==> config.mk <==
export PLATFORM = sky130hd
export DESIGN_NAME = tx_sym_pack
export DESIGN_NICKNAME = d
export VERILOG_FILES = /design/src/rtl/tx_sym_pack.sv
export SDC_FILE = /design/constraint.sdc
export NUM_CORES = 1
export LEC_CHECK = 0
export ABC_AREA = 1
export CAP_MARGIN = 20
export CELL_PAD_IN_SITES_DETAIL_PLACEMENT = 0
export CELL_PAD_IN_SITES_GLOBAL_PLACEMENT = 1
export CORE_MARGIN = 5
export CORE_UTILIZATION = 45
export CTS_CLUSTER_SIZE = 28
export DETAILED_ROUTE_END_ITERATION = 16
export PLACE_DENSITY_LB_ADDON = 0.05
export REMOVE_ABC_BUFFERS = 1
export SKIP_CTS_REPAIR_TIMING = 1
export SLEW_MARGIN = 30
export SYNTH_ARGS = -nofsm -noshare
export SYNTH_HDL_FRONTEND = slang
export SYNTH_SLANG_ARGS = --single-unit
==> constraint.sdc <==
create_clock -name clk_125 -period 4.52 [get_ports clk_125]
set_clock_uncertainty 0.15 [all_clocks]
set_input_delay 0.678 -clock clk_125 [delete_from_list [all_inputs] [get_ports clk_125]]
set_output_delay 0.678 -clock clk_125 [all_outputs]
set_load 0.03 [all_outputs]
==> src/rtl/tx_sym_pack.sv <==
// tx_sym_pack: packs 8b symbols with K flags into 20-bit double-symbol words
// for the TX gearbox, with electrical-idle sequencing and idle fill on underrun.
//
// state  | meaning
// -------+-----------------------------------------------------------------
// OFF    | TX disabled; EI word out, gearbox off, FIFO held empty
// START  | gearbox enabled, EI word out for START_CYC cycles, FIFO may fill
// RUN    | pop up to two symbols per cycle; idle-fill and flag underrun
// DRAIN  | EI requested; empty the FIFO without accepting new symbols
// EIDLE  | EI word out with gearbox running; resume RUN when EI released
module tx_sym_pack #(
    parameter int FIFO_DEPTH = 8,
    parameter int START_CYC  = 4
) (
    input  logic        clk_125,
    input  logic        rst,
    input  logic        enable,
    input  logic        ei_req,
    input  logic [15:0] sym_data,
    input  logic [1:0]  sym_k,
    input  logic [1:0]  sym_vld,
    output logic        sym_ready,
    output logic [19:0] data_out,
    output logic        drate_enable,
    output logic        underrun
);

    localparam int PW = $clog2(FIFO_DEPTH);
    localparam int CW = PW + 1;
    localparam int TW = (START_CYC > 1) ? $clog2(START_CYC) : 1;

    localparam logic [CW-1:0] DEPTH_C  = CW'(FIFO_DEPTH);
    localparam logic [TW-1:0] TMR_LOAD = TW'(START_CYC - 1);
    localparam logic [9:0]    SYM_IDLE = 10'h000;
    localparam logic [19:0]   EI_WORD  = 20'h80200;

    typedef enum logic [2:0] {
        ST_OFF,
        ST_START,
        ST_RUN,
        ST_DRAIN,
        ST_EIDLE
    } state_t;

    state_t          state;
    logic [CW-1:0]   count;
    logic [PW-1:0]   wr_ptr;
    logic [PW-1:0]   rd_ptr;
    logic [TW-1:0]   start_tmr;
    logic [8:0]      fifo_mem [FIFO_DEPTH];

    logic [CW-1:0]   free_cnt;
    logic [1:0]      push_n;
    logic [1:0]      pop_n;
    logic [PW-1:0]   wr_ptr1;
    logic [PW-1:0]   rd_ptr1;
    logic [CW-1:0]   count_nxt;
    logic [19:0]     pop_word;

    // Handshake, push/pop sizing and the outgoing word, all from registered count.
    always_comb begin
        free_cnt  = DEPTH_C - count;
        sym_ready = ((state == ST_START) || (state == ST_RUN)) && (free_cnt >= CW'(2));

        push_n = 2'd0;
        if (sym_ready) begin
            if (sym_vld == 2'b01) begin
                push_n = 2'd1;
            end else if (sym_vld == 2'b11) begin
                push_n = 2'd2;
            end
        end

        pop_n = 2'd0;
        if ((state == ST_RUN) || (state == ST_DRAIN)) begin
            if (count >= CW'(2)) begin
                pop_n = 2'd2;
            end else if (count == CW'(1)) begin
                pop_n = 2'd1;
            end
        end

        wr_ptr1   = wr_ptr + PW'(1);
        rd_ptr1   = rd_ptr + PW'(1);
        count_nxt = count + CW'(push_n) - CW'(pop_n);

        pop_word = {SYM_IDLE, SYM_IDLE};
        if (pop_n == 2'd2) begin
            pop_word = {1'b0, fifo_mem[rd_ptr1], 1'b0, fifo_mem[rd_ptr]};
        end else if (pop_n == 2'd1) begin
            pop_word = {SYM_IDLE, 1'b0, fifo_mem[rd_ptr]};
        end
    end

    // Symbol storage; slots are only written when at least two are free.
    always_ff @(posedge clk_125) begin
        if (push_n != 2'd0) begin
            fifo_mem[wr_ptr] <= {sym_k[0], sym_data[7:0]};
        end
        if (push_n == 2'd2) begin
            fifo_mem[wr_ptr1] <= {sym_k[1], sym_data[15:8]};
        end
    end

    // Sequencing FSM with FIFO bookkeeping and registered outputs.
    always_ff @(posedge clk_125) begin
        if (rst || !enable) begin
            state        <= ST_OFF;
            count        <= '0;
            wr_ptr       <= '0;
            rd_ptr       <= '0;
            start_tmr    <= '0;
            data_out     <= EI_WORD;
            drate_enable <= 1'b0;
            underrun     <= 1'b0;
        end else begin
            count  <= count_nxt;
            wr_ptr <= wr_ptr + PW'(push_n);
            rd_ptr <= rd_ptr + PW'(pop_n);
            case (state)
                ST_OFF: begin
                    count        <= '0;
                    wr_ptr       <= '0;
                    rd_ptr       <= '0;
                    data_out     <= EI_WORD;
                    drate_enable <= 1'b0;
                    underrun     <= 1'b0;
                    if (!ei_req) begin
                        state     <= ST_START;
                        start_tmr <= TMR_LOAD;
                    end
                end
                ST_START: begin
                    data_out     <= EI_WORD;
                    drate_enable <= 1'b1;
                    underrun     <= 1'b0;
                    if (start_tmr == '0) begin
                        state <= ST_RUN;
                    end else begin
                        start_tmr <= start_tmr - TW'(1);
                    end
                end
                ST_RUN: begin
                    data_out     <= pop_word;
                    drate_enable <= 1'b1;
                    underrun     <= (count < CW'(2));
                    if (ei_req) begin
                        state <= ST_DRAIN;
                    end
                end
                ST_DRAIN: begin
                    data_out     <= pop_word;
                    drate_enable <= 1'b1;
                    underrun     <= 1'b0;
                    if (count <= CW'(2)) begin
                        state <= ST_EIDLE;
                    end
                end
                ST_EIDLE: begin
                    data_out     <= EI_WORD;
                    drate_enable <= 1'b1;
                    underrun     <= 1'b0;
                    if (!ei_req) begin
                        state <= ST_RUN;
                    end
                end
                default: begin
                    state        <= ST_OFF;
                    data_out     <= EI_WORD;
                    drate_enable <= 1'b0;
                    underrun     <= 1'b0;
                end
            endcase
        end
    end

endmodule

==> qor.yml, run 1 <==
final_layout:
  drive_above_1_share: 0.0642
  diodes: 0
  design_area_mm2: 0.00733
  num-fill-cells: 1433
  syn_to_final_growth_pct: 12.0
  nNetsFinal: 862
clocking:
  cts_tree: "yes"
  clock_sinks: 108
  clk_path_buf_depth: 2
  clk_pin_slew_worst_paths_ns: 0.08
  htreeDepth: 3
  clock_tree.root_cell: "clkbuf_16"
  cts_buffers: 9
  clk_latency_ns: 0.35
yosys:
  yosys.area_share.simple: 0.279
  synth_top_area_frac: 0.330
  avgSynthCellArea_um2: 7.99
  synth_xor_area_frac: 0.00535
  yosys_register_bits: 108
  synth_cell_types: 34
  syn_area_mm2: 0.00655
  synth_seq_area_share: 0.440
  synth_top_family_by_area: "simple AND/OR/NAND/NOR gates"
  synth_warnings: 0
  synth_mux_area_frac: 0
  yosys_most_used_dff: "edfxtp_1"
  synthAdderAreaFrac: 0.0371
  ys_top_cells_by_area: "edfxtp_1 (33%), nand2_1 (13%), dfxtp_1 (11%)"
  postSynth.asyncResetShare: 0
  syn_inst: 819
  synth_edf_count: 72
  synth_area_leader_cell: "edfxtp_1"
  synth_compound_gate_area_share: 0.141
placement:
  pre_cts_ws_ns: 0.993
  port_buffers: 46
  dp_hpwl_um: 14900
  gp_congestion: 0.894
  dpl_cell_area_mm2: 0.00699
routing:
  drt_iter0_markers: 820
  vias: 5896
  first_pass_iters: 6
  wl_per_cell_um: 19.9
  routed_wirelength_um: 20100
  avgViaCountPerCell: 5.84
  drc_errors: 0
  postRouteAntennaNets: 0
sta:
  fin_setup_tns_ns: 0
  finalCritPeriodShare: 0.703
  fmax_mhz: 315
  min_period_ns: 3.18
  final.setup.worst_slack_ns: 1.34
  drv_slew: 0
  worstMarginPinSlew_ns: 0.943
  relSlewSlack: 0.365
  finalHoldViolations: 0
  final-setup-viol-count: 0
  rsz0062_at_grt: "false"
worst_setup_path:
  critPathKind: "in2reg"
  startpoint_type: "input pin"
  critical_path_arrival_ns: 3.25
  required_ns: 4.60
  crit_fanout: 38
  worst_setup_path_end_kind: "flop"
die:
  core_area_mm2: 0.0144
  start_util: 0.454
  io_pins: 47
  die_x_um: 131
  rows: 44
  fp.dieH_um: 131
  die_area_mm2: 0.0171
global_routing:
  antenna_found_initial: 0
  grtUsageMet1: 0.362
  met2_usage: 0.348
  grt-ovfl-total: 0
  grt_pass1_vias: 5310
  met3_usage: 0.0415
  grt_pass1_wl_um: 31000
  gr-max-usage-layer: "met1"
  grtUsageTotal: 0.242
  grt_max_degree: 75
hold_path:
  hold_path_class: "reg2reg"
power:
  p_leak_nw: 3.13
  pwr_density_cell_mw_per_mm2: 299
  ir_worst_vdd_v: 0.000208
status:
  status: "completed"
flow_run:
  cap_violations: 0
layout by cell type, fill, tap and decap left out, drive strengths merged, types with 8 or more instances in the layout:
master	Yosys	routed
nand2	224	224
inv	88	89
nand4	82	82
edfxtp	72	72
o21ai	69	69
a21oi	60	60
clkdlybuf4s50	0	46
dfxtp	36	36
nor2	34	34
nand3	30	30
o211ai	26	26
ha	13	13
clkbuf	30	9
o211a	8	8
cell type report:
cell class | instances | area, µm² | share of cell area
Inverter | 90 | 339 | 0.0462
Tap cell | 184 | 230 | 0.0314
Clock buffer | 9 | 225 | 0.0307
Multi-Input combinational cell | 560 | 3030 | 0.413
Sequential cell | 108 | 2880 | 0.393
Timing Repair Buffer | 52 | 505 | 0.0689
Clock inverter | 7 | 121 | 0.0165
critical path, cell delays in order:
cell             delay, ns
clkdlybuf4s50_1       0.49
nand2_1               0.07
inv_2                 0.50
nand2_1               0.21
fa_1                  0.60
inv_1                 0.06
ha_1                  0.20
a21oi_1               0.20
nand3_1               0.10
nor3b_1               0.15
cell usage after synthesis, types with 10 or more instances:
library cell	number
inv_1	81
nand3_1	28
nor2_4	10
dfxtp_1	36
a21oi_1	59
ha_1	13
nand2_1	221
buf_1	15
nor2_1	24
clkbuf_1	30
o211ai_1	26
o21ai_0	61
nand4_1	74
edfxtp_1	72
sequential cells by signal, indices dropped and copies added, names as in the netlist:
name / flops
underrun: 1
fifo_mem: 72
data_out: 19
rd_ptr: 3
wr_ptr: 3
state: 3
count: 4
start_tmr: 2
drate_enable: 1
power by group:
part / switching, mW / internal (mW) / total [mW]
combinational: 0.137 / 0.0590 / 0.196
sequential: 0.00738 / 1.06 / 1.07
clock: 0.379 / 0.546 / 0.925
total: 0.523 / 1.67 / 2.19
worst paths after layout:
check	startpoint	to	slack, ns	cells after the start
worst max-delay path	sym_vld[0]	count[3]	1.34	10
worst min-delay path	start_tmr[0]	start_tmr[0]	0.33	2
worst max register to register	count[0]	count[2]	1.45	12
worst min register to register	start_tmr[0]	start_tmr[0]	0.33	2
logic make-up after synthesis:
group,count (synthesis)
compound gates,163
simple gates,376
buf+inv,151
fa+ha+maj,17
flops,108
xor+xnor,4
layer usage:
layer | share of wire | vias up
li1 | - | 2815
met3 | 0.076 | 35
met2 | 0.42 | 292
met5 | 0 | -
met4 | 0.027 | 0
met1 | 0.48 | 2754
stage by stage:
stage / util / hold slack [ns] / power [mW] / cells
global placement: 0.484 / 0.296 / 1.28 / 994
global route: 0.509 / 0.350 / 2.27 / 1010
finish: 0.509 / 0.329 / 2.19 / 1010
detailed placement: 0.484 / 0.308 / 1.28 / 994
floorplan: - / 0.289 / 1.19 / 758
CTS: 0.508 / 0.320 / 2.20 / 1010
No activity file was read; power rests on OpenSTA's default activity.
==> run 2: changes to the inputs <==
Clock period 4.52 ns to 3 ns, I/O delays scaled along.
==> qor.yml, run 2 (synthesis gave the netlist of run 1 again) <==
routing:
  drc_errors: 0  # unchanged
  drt_iter0_markers: 747  # -8.9%
  postRouteAntennaNets: 0  # unchanged
  vias: 5927  # +0.53%
  first_pass_iters: 5  # -1
  avgViaCountPerCell: 5.73  # -1.9%
  wl_per_cell_um: 19.2  # -3.6%
  routed_wirelength_um: 19800  # -1.2%
sta:
  worstMarginPinSlew_ns: 0.860  # -0.0829 ns
  fin_setup_tns_ns: 0  # unchanged
  relSlewSlack: 0.426  # +0.0610
  final-setup-viol-count: 0  # unchanged
  min_period_ns: 2.72
  fmax_mhz: 367
  finalCritPeriodShare: 0.908
  rsz0062_at_grt: "false"
  drv_slew: 0  # unchanged
  holdWs_ns: 0.320  # -0.00892 ns
  finalHoldViolations: 0  # unchanged
worst_setup_path:
  cpMostUsedCell: "inv_1"
  path_cells: "inv_2 > nor2_4 > nand2_2 > nand2_4 > inv_2 > nor2_4 > nand2_2 > nor2_1 > inv_1 > ha_1 > inv_1 > ha_1 > inv_1 > fa_1 > xor2_1 > nor2_1"
  critPathKind: "reg2reg"
  crit_fanout: 9  # -76%
  path_delay_family: "adder cells"
  worst_setup_path_end_kind: "flop"
  startpoint_type: "flop"
  required_ns: 3.08  # -1.52 ns
  slowest_delay_ns: 0.38  # -0.22 ns
  critPathSlowestCell: "fa_1"
  critical_path_arrival_ns: 2.80  # -0.45 ns
  crit_buf_inv: 5  # +2
global_routing:
  met2_usage: 0.339  # -0.00901
  gr-max-usage-layer: "met1"
  grt_pass1_wl_um: 31000  # about the same
  grtUsageTotal: 0.240  # -0.00175
  grt_max_degree: 81  # +8.0%
  grt_pass1_vias: 5308  # -0.038%
  grtUsageMet1: 0.383  # +0.0206
  grt-ovfl-total: 0  # unchanged
  antenna_found_initial: 0  # unchanged
  met3_usage: 0.0293  # -0.0122
placement:
  dp.cells: 1019  # +2.5%
  gp_congestion: 0.923  # +3.3%
  dpl_cell_area_mm2: 0.00717  # +2.7%
  dp_hpwl_um: 14300  # -3.6%
  port_buffers: 46  # unchanged
clocking:
  clock_tree.root_cell: "clkbuf_16"
  htreeDepth: 3  # unchanged
  clk_path_buf_depth: 2  # unchanged
  cts_tree: "yes"
  clk_latency_ns: 0.35  # about the same
  clk_pin_slew_worst_paths_ns: 0.07  # about the same
  clock_sinks: 108  # unchanged
  cts_buffers: 9  # unchanged
final_layout:
  num-fill-cells: 1354  # -5.5%
  final_common_cell: "nand2_1"
  fin_cells: 1035  # +2.5%
  layout_common_cells: "nand2_1 (221), inv_1 (80), nand4_1 (74)"
  nNetsFinal: 887  # +2.9%
  largest_reg_flops: 72  # unchanged
  diodes: 0  # unchanged
  top_register: "fifo_mem"
  drive_above_1_share: 0.0940  # +0.0298
  design_area_mm2: 0.00745  # +1.6%
  syn_to_final_growth_pct: 13.8
  top_regs: "fifo_mem (72), data_out (19), count (4)"
die:
  start_util: 0.454  # unchanged
  rows: 44  # unchanged
  io_pins: 47  # unchanged
  die_x_um: 131  # unchanged
  die_area_mm2: 0.0171  # unchanged
  core_area_mm2: 0.0144  # unchanged
  fp.dieH_um: 131  # unchanged
power:
  ir_worst_vdd_v: 0.000241  # +16%
  p_leak_nw: 3.22  # +2.9%
  pwr_density_cell_mw_per_mm2: 407  # +36%
flow_run:
  cap_violations: 0  # unchanged
status:
  status: "completed"
hold_path:
  hold_path_class: "reg2reg"
-- run 2: path summary, 6_finish.rpt --
path                startpoint            to  slack [ns]  cells after the start
setup reg to reg      state[1]      count[2]        0.28                     16
hold / removal    start_tmr[0]  start_tmr[0]        0.32                      2
setup / recovery      state[1]      count[2]        0.28                     16
hold reg to reg   start_tmr[0]  start_tmr[0]        0.32                      2
-- run 2: layout make-up --
| type | count | area (µm²) | share of cell area |
|---|---|---|---|
| Timing Repair Buffer | 77 | 694 | 0.0932 |
| Clock buffer | 11 | 233 | 0.0312 |
| Multi-Input combinational cell | 560 | 3030 | 0.407 |
| Sequential cell | 108 | 2890 | 0.387 |
| Tap cell | 184 | 230 | 0.0309 |
| Clock inverter | 5 | 38.8 | 0.00521 |
| Inverter | 90 | 338 | 0.0454 |
-- run 2: metrics by stage --
step	setup WS [ns]	power (mW)	utilization
after floorplan	-0.605	1.80	-
after global placement	0.328	1.93	0.497
after detailed placement	0.246	1.93	0.497
after CTS	0.107	3.05	0.516
after global routing	0.0108	3.15	0.516
final	0.277	3.03	0.516
-- run 2: routing by layer --
| metal | part of all wire | wire length [µm] |
|---|---|---|
| met5 | 0 | 0 |
| met4 | 0.022 | 436 |
| met3 | 0.075 | 1480 |
| met2 | 0.41 | 8180 |
| met1 | 0.49 | 9740 |
-- run 2: worst reg2reg max path, delay by kind of cell (launching register included) --
family	cells	cell delay (ns)
buffers and inverters	5	0.34
xor gates and xnor gates	1	0.17
DFF	1	0.36
adders and majority gates	3	0.81
and+or+nand+nor	7	0.77
-- run 2: power breakdown --
part / internal [mW] / switching, mW
Clock: 0.569 / 0.551
Combinational: 0.0936 / 0.204
Sequential: 1.60 / 0.0111
Total: 2.26 / 0.766
